[src/rtl/fwd_track_unit.sv]
// Operand-forwarding / load-use tracker: shift register of in-flight rd writes, per-operand youngest match.
// Forwarding and stall outputs are combinational (zero latency); entries move only on adv_i, and the stall holds decode.
module fwd_track_unit #(
   parameter int NUM_SRC    = 2,
   parameter int FWD_STAGES = 2,
   parameter int REG_AW     = 5,
   parameter int SW         = 1
) (
   input  logic                      clk,
   input  logic                      rst_n,
   input  logic                      adv_i,
   input  logic                      flush_i,
   input  logic                      dec_valid_i,
   input  logic                      dec_we_i,
   input  logic [REG_AW-1:0]         dec_rd_i,
   input  logic [2:0]                dec_kind_i,
   input  logic [NUM_SRC*REG_AW-1:0] src_rs_i,
   input  logic [NUM_SRC-1:0]        src_use_i,
   output logic [NUM_SRC-1:0]        fwd_hit_o,
   output logic [NUM_SRC*SW-1:0]     fwd_stage_o,
   output logic [NUM_SRC*3-1:0]      fwd_kind_o,
   output logic                      stall_o,
   output logic [31:0]               stall_cnt_o
);

   localparam logic [2:0] KIND_LOAD = 3'd4;

   typedef struct packed {
      logic              vld;
      logic [REG_AW-1:0] rd;
      logic [2:0]        kind;
   } entry_t;

   entry_t      stage_q [FWD_STAGES];
   logic [31:0] stall_cnt_q;
   logic        ins_vld;

   // A stalled or flushed decode slot enters the table as a bubble; x0 is never recorded.
   assign ins_vld = dec_valid_i & dec_we_i & (dec_rd_i != '0) & ~stall_o & ~flush_i;

   always_ff @(posedge clk or negedge rst_n) begin
      if (!rst_n) begin
         for (int k = 0; k < FWD_STAGES; k++) begin
            stage_q[k] <= '0;
         end
         stall_cnt_q <= '0;
      end else begin
         if (adv_i) begin
            for (int k = FWD_STAGES - 1; k >= 1; k--) begin
               stage_q[k] <= stage_q[k-1];
            end
            stage_q[0] <= '{vld: ins_vld, rd: dec_rd_i, kind: dec_kind_i};
         end else if (flush_i) begin
            stage_q[0].vld <= 1'b0;
         end
         if (stall_o && (stall_cnt_q != 32'hFFFF_FFFF)) begin
            stall_cnt_q <= stall_cnt_q + 32'd1;
         end
      end
   end

   // Scan oldest to youngest so the youngest match overwrites older ones.
   always_comb begin
      fwd_hit_o   = '0;
      fwd_stage_o = '0;
      fwd_kind_o  = '0;
      stall_o     = 1'b0;
      for (int i = 0; i < NUM_SRC; i++) begin
         for (int k = FWD_STAGES - 1; k >= 0; k--) begin
            if (src_use_i[i] && stage_q[k].vld &&
                (stage_q[k].rd == src_rs_i[i*REG_AW +: REG_AW]) &&
                (src_rs_i[i*REG_AW +: REG_AW] != '0)) begin
               fwd_hit_o[i]           = 1'b1;
               fwd_stage_o[i*SW +: SW] = SW'(k);
               fwd_kind_o[i*3 +: 3]   = stage_q[k].kind;
            end
         end
         if (fwd_hit_o[i] && (fwd_stage_o[i*SW +: SW] == '0) &&
             (fwd_kind_o[i*3 +: 3] == KIND_LOAD)) begin
            stall_o = 1'b1;
         end
      end
   end

   assign stall_cnt_o = stall_cnt_q;

endmodule

[config.mk]
export PLATFORM = sky130hd
export DESIGN_NAME = fwd_track_unit
export DESIGN_NICKNAME = d
export VERILOG_FILES = /design/src/rtl/fwd_track_unit.sv
export SDC_FILE = /design/constraint.sdc
export NUM_CORES = 1
export LEC_CHECK = 0
export BUFFER_PORTS_ARGS = -buffer_cell sky130_fd_sc_hd__buf_4
export CAP_MARGIN = 10
export CORE_MARGIN = 5
export CORE_UTILIZATION = 40
export DETAILED_ROUTE_END_ITERATION = 8
export HOLD_SLACK_MARGIN = 0.08
export PLACE_DENSITY_LB_ADDON = 0.05
export SYNTH_ARGS = -nofsm -noshare
export SYNTH_HDL_FRONTEND = slang
export SYNTH_SLANG_ARGS = --single-unit
[constraint.sdc]
create_clock -name clk -period 2.3 [get_ports clk]
set_clock_uncertainty 0.2 [all_clocks]
set_input_delay 0.46 -clock clk [delete_from_list [all_inputs] [get_ports clk]]
set_output_delay 0.46 -clock clk [all_outputs]
set_load 0.1 [all_outputs]
* Word-level counts from Yosys, hierarchy flattened
Cells that the tools add are included.
W data, S select, Z words.
** Storage, ports and cells
- Register bits :: 50
- Bits of input ports :: 26
- Output and inout port bits :: 43
** Cells by class
- Bitwise operators :: 8
- Muxes and demuxes :: 14
- Reduce and logical (&&, ||, !) cells :: 21
- Eq/ne operators :: 7
- Add/subtract/negate cells :: 1
** Operators by type and width (number)
- $add A32 B1 Y32 const B :: 1
- $ne A32 B32 Y1 const B :: 1
- $eq A5 B5 Y1 :: 4
- $logic_and A1 B1 Y1 :: 17
- $reduce_bool A5 Y1 :: 3
- $mux W3 :: 4
- $mux W1 :: 10
- $eq A3 B3 Y1 const B :: 2
- $and A1 B1 Y1 :: 4
- $not A1 Y1 :: 4
- $reduce_bool A2 Y1 :: 1

* Depth between registers and ports, before layout
- Depth in word-level cells :: 14
- Depth in mapped cells :: 8
- Mapped depth without buffers :: 7

* Least setup slack after synthesis
OpenSTA, ideal clock, no wires.
- Path kind :: input-to-output
- Start :: input port src_rs_i[0]
- End :: output port fwd_kind_o[0]
- Buffers on the path :: 0
- Stages :: 5
- Setup slack :: -1.991 ns
- Arrival time :: 3.631 ns
- Required time :: 1.640 ns
- Cells stage by stage :: or4_1 o21ai_1 nor4_4 nor2_1 a22o_1
** Between the ends
- Word-level cells in the longest chain between the ends :: 5
- Elaborated cells on any way between the ends :: 9
- Classes of those cells :: eq/ne: 2; mux: 2; reduce/logical: 5
** Ends and longest elaborated chain
- start: declaration :: line 17 : input logic [NUM_SRC*REG_AW-1:0] src_rs_i,
- $eq A5 B5 Y1 :: line 71 : (stage_q[k].rd == src_rs_i[i*REG_AW +: REG_AW]) &&
- $logic_and A1 B1 Y1 :: line 70 : if (src_use_i[i] && stage_q[k].vld &&
- $logic_and A1 B1 Y1 :: line 71
- $mux W3 :: line 70
- $mux W3 (*) :: line 70
- end: declaration :: line 21 : output logic [NUM_SRC*3-1:0] fwd_kind_o,
Every way passes the cells marked *; elsewhere a longest branch is shown, timed or not.

* Worst setup path in the final report
- Start :: input port src_rs_i[1]
- End :: output port stall_o
** Between the ends
- Word-level cells in the longest chain between the ends :: 10
- Elaborated cells on any way between the ends :: 18
- Classes of those cells :: eq/ne: 3; mux: 7; bitwise: 1; reduce/logical: 7
** Ends and longest elaborated chain
- branches (longest 7 deep; another with $eq A5 B5 Y1)
- $logic_and A1 B1 Y1 (*) :: line 78 : if (fwd_hit_o[i] && (fwd_stage_o[i*SW +: SW] == '0) &&
- $mux W1 (*) (2 in series) :: line 78
- end: declaration :: line 22 : output logic stall_o,
Mark *: on every way between the ends.

==> results by group <==
Clock network
  – CTS tree: done
  – Clock transition at path regs: 0.09 ns
  – H-Tree Depth: 2
  – TritonCTS Buffers: 5
  – CTS Root Cell: clkbuf_8
  – Clk buf depth: 2
  – Clk_lat worst skew: 0.30 ns
  – CTS Sinks: 50

Timing
  – Tmin final: 2.71 ns
  – Final Max Slew Viols: 0
  – Final WS setup: -0.405 ns
  – Tightest Pin Transition: 0.652 ns
  – Setup repair after global routing missed its margin: yes
  – Period Utilization, post-route: 118%
  – Final hold vios: 0
  – Slew HR: 56.5%
  – Setup TNS Final: -5.36 ns
  – # setup viols final: 31
  – Fmax: 370 MHz
  – Fin Hold WS: 0.103 ns

Pwr
  – Power Density: 395 nW/um^2
  – Net Sw Power: 485 uW
  – Pint: 1310 uW
  – Worst vdd ir: 0.245 mV
  – Post-layout power: 1800 uW
  – Switch share: 26.9%
  – Seq pwr share: 53.9%
  – Logic pwr share: 16.0%
  – Leakage power: 0.00199 uW
  – Share of total power in the clock network: 30.1%

Die
  – Die W: 92.2 um
  – Starting Density: 40.4%
  – Die ar.: 8500 um^2
  – Die H: 92.2 um
  – I/O pin count: 69
  – Core region area: 6680 um^2
  – Placement Rows: 30

Global routing
  – Busiest metal layer after global routing: met2
  – Met1 Use GR: 24.2%
  – Aggregate global routing overflow: 0
  – GRT met3 Usage: 3.94%
  – Initial antenna violation count: 0
  – Total GRT Usage: 18.0%
  – First-pass GRT wire length: 12200 um
  – Largest net degree at the start of global routing: 51
  – Met2 global-route usage: 29.4%
  – Vias in the first global route: 2367

Finish
  – Share of layout cells above drive strength 1: 66.9%
  – P&R area growth vs syn: 68.8%
  – Ant. Diodes: 0
  – Post-Layout Cell Count: 439
  – Final net count: 385
  – FILL cells: 521
  – Post-Route Utilization: 68.2%

Logic synthesis
  – Top cells by area, synth: dfrtp_1 (46%), xor2_1 (11%), mux2_2 (7.1%)
  – Synth cell count leaders: dfrtp_1 (50), xor2_1 (35), nor2_1 (19)
  – Yosys reg bits: 50
  – Syn nets: 267
  – Register area share after synthesis: 46.3%
  – Cell with the most instances after synthesis: dfrtp_1
  – Post-synthesis cell type count: 42
  – Synth Area per Inst: 11.3 um^2
  – FFs w/ async S/R, synth: 100%
  – Post-Syn Instances: 240
  – Main synth FF type: dfrtp_1
  – Synthesized cell area: 2700 um^2
  – Synth warn: 0
  – Cell taking the most area after synthesis: dfrtp_1
  – Synth top area share: 46.3%
  – Post-synth EDFFs: 0

Critical path
  – WS Path Type: input pin to output port
  – Crit path DAT: 2.05 ns
  – Critical Path Sink Type: output port
  – Startpoint types: input pin
  – CP required: 1.64 ns
  – CP max FO: 5

Status
  – Violated checks: setup timing
  – Status: complete, but fails checks

Place
  – IO Port Bufs: 68
  – Hpwl dp: 4960 um
  – Inst Count DP: 423
  – GPL Wtd Cong: 0.770

Detailed routing
  – WL/cell: 16.3 um
  – Drt via density: 5.12
  – Routed WL: 7150 um
  – 1st-pass router iterations: 4
  – DR vias: 2248
  – Starting DRC count in detailed routing: 73
  – Antenna Nets Post-Route: 0
  – DRC violations left: 0

Flow run
  – Maximum Capacitance Violations: 0

Hold path
  – Min-delay worst type: input pin to flop
==> final timing paths <==
check                           startpoint               to  slack (ns)  depth (start not counted)
max                            src_rs_i[1]          stall_o       -0.41                          8
min                                flush_i      stage_q[17]        0.10                          2
max reg2reg                    stage_q[16]  stall_cnt_o[23]       -0.09                         10
min reg2reg                stall_cnt_o[23]  stall_cnt_o[23]        0.29                          1
max in group asynchronous            rst_n  stall_cnt_o[11]        0.88                          2
min in group asynchronous            rst_n  stall_cnt_o[20]        0.51                          2
==> cell families (layout without fill, tap and decap cells) <==
| kind of cell | Yosys count | after routing | share of synthesized area (%) |
|---|---|---|---|
| buffers and inverters | 12 | 130 | 2.08 |
| AO/OA/AOI/OAI | 16 | 16 | 5.51 |
| XOR/XNOR | 50 | 50 | 16.2 |
| multiplexers | 18 | 18 | 7.50 |
| adder cells (fa/ha/maj) | 1 | 1 | 0.463 |
| flip-flops | 50 | 50 | 46.3 |
| AND/OR/NAND/NOR | 93 | 94 | 21.9 |
==> worst max-delay path, stage by stage <==
cell and delay (ns):
buf_6 0.09, or4_4 0.54, o21ai_4 0.21, nor4_4 0.07, buf_6 0.14, o21ai_4 0.17
clkinvlp_4 0.16, buf_12 0.19
==> per-layer routing <==
layer,share of wire (%),vias to the layer above
li1,-,1095
met1,46,1101
met2,49,46
met3,3.9,6
met4,1.1,0
met5,0,-
==> through the flow <==
step | area [um^2] | setup WS, ns
after floorplan | 3010 | -0.582
after global placement | 3920 | -0.451
after detailed placement | 3920 | -0.467
after CTS | 4470 | -0.354
after global routing | 4560 | -0.468
final | 4560 | -0.405
==> sequential cells by signal (all words and copies together) (netlist names) <==
register     flops
stage_q         18
stall_cnt_o     32
==> cells in the final DEF (no fill, tap or decap), types with 3 or more instances in the layout <==
cell	instances
dfrtp_4	13
buf_12	13
o21ai_4	3
nand4_1	8
mux2_2	17
buf_6	19
nor2_1	9
nor4_4	11
nand2b_4	4
inv_1	7
xnor2_2	7
or4_4	3
nor2_4	8
a22o_4	6
dfrtp_2	21
nand3_1	12
xor2_1	34
nand2_1	11
buf_4	80
clkbuf_8	6
xnor2_1	8
nor3_4	5
dfrtp_1	16
==> area by class of cell <==
class	instances	area, um^2	area share, %
Clock inverter	2	12.5	0.274
Tap cell	80	100	2.20
Sequential cell	50	1330	29.1
Multi-Input combinational cell	179	1890	41.5
Timing Repair Buffer	114	1110	24.3
Clock buffer	6	82.6	1.81
Inverter	8	33.8	0.741
==> power by group through the flow <==
stage	Combinational (uW)	Clock, uW	Sequential (uW)
2_1_floorplan	122	0	1000
3_3_place_gp	263	0	987
3_5_place_dp	264	0	986
4_1_cts	285	570	967
5_1_grt	313	602	977
6_report	288	541	970
==> timing repair <==
item	4_1_cts	5_1_grt
pin swaps	46	20
hold buffers	1	0
cloned	2	0
gates resized for setup	84	17
setup buffers	10	4
hold endpoints to repair	50	0
setup endpoints to repair	33	44
Note: power is estimated with default switching activity, not from simulation.
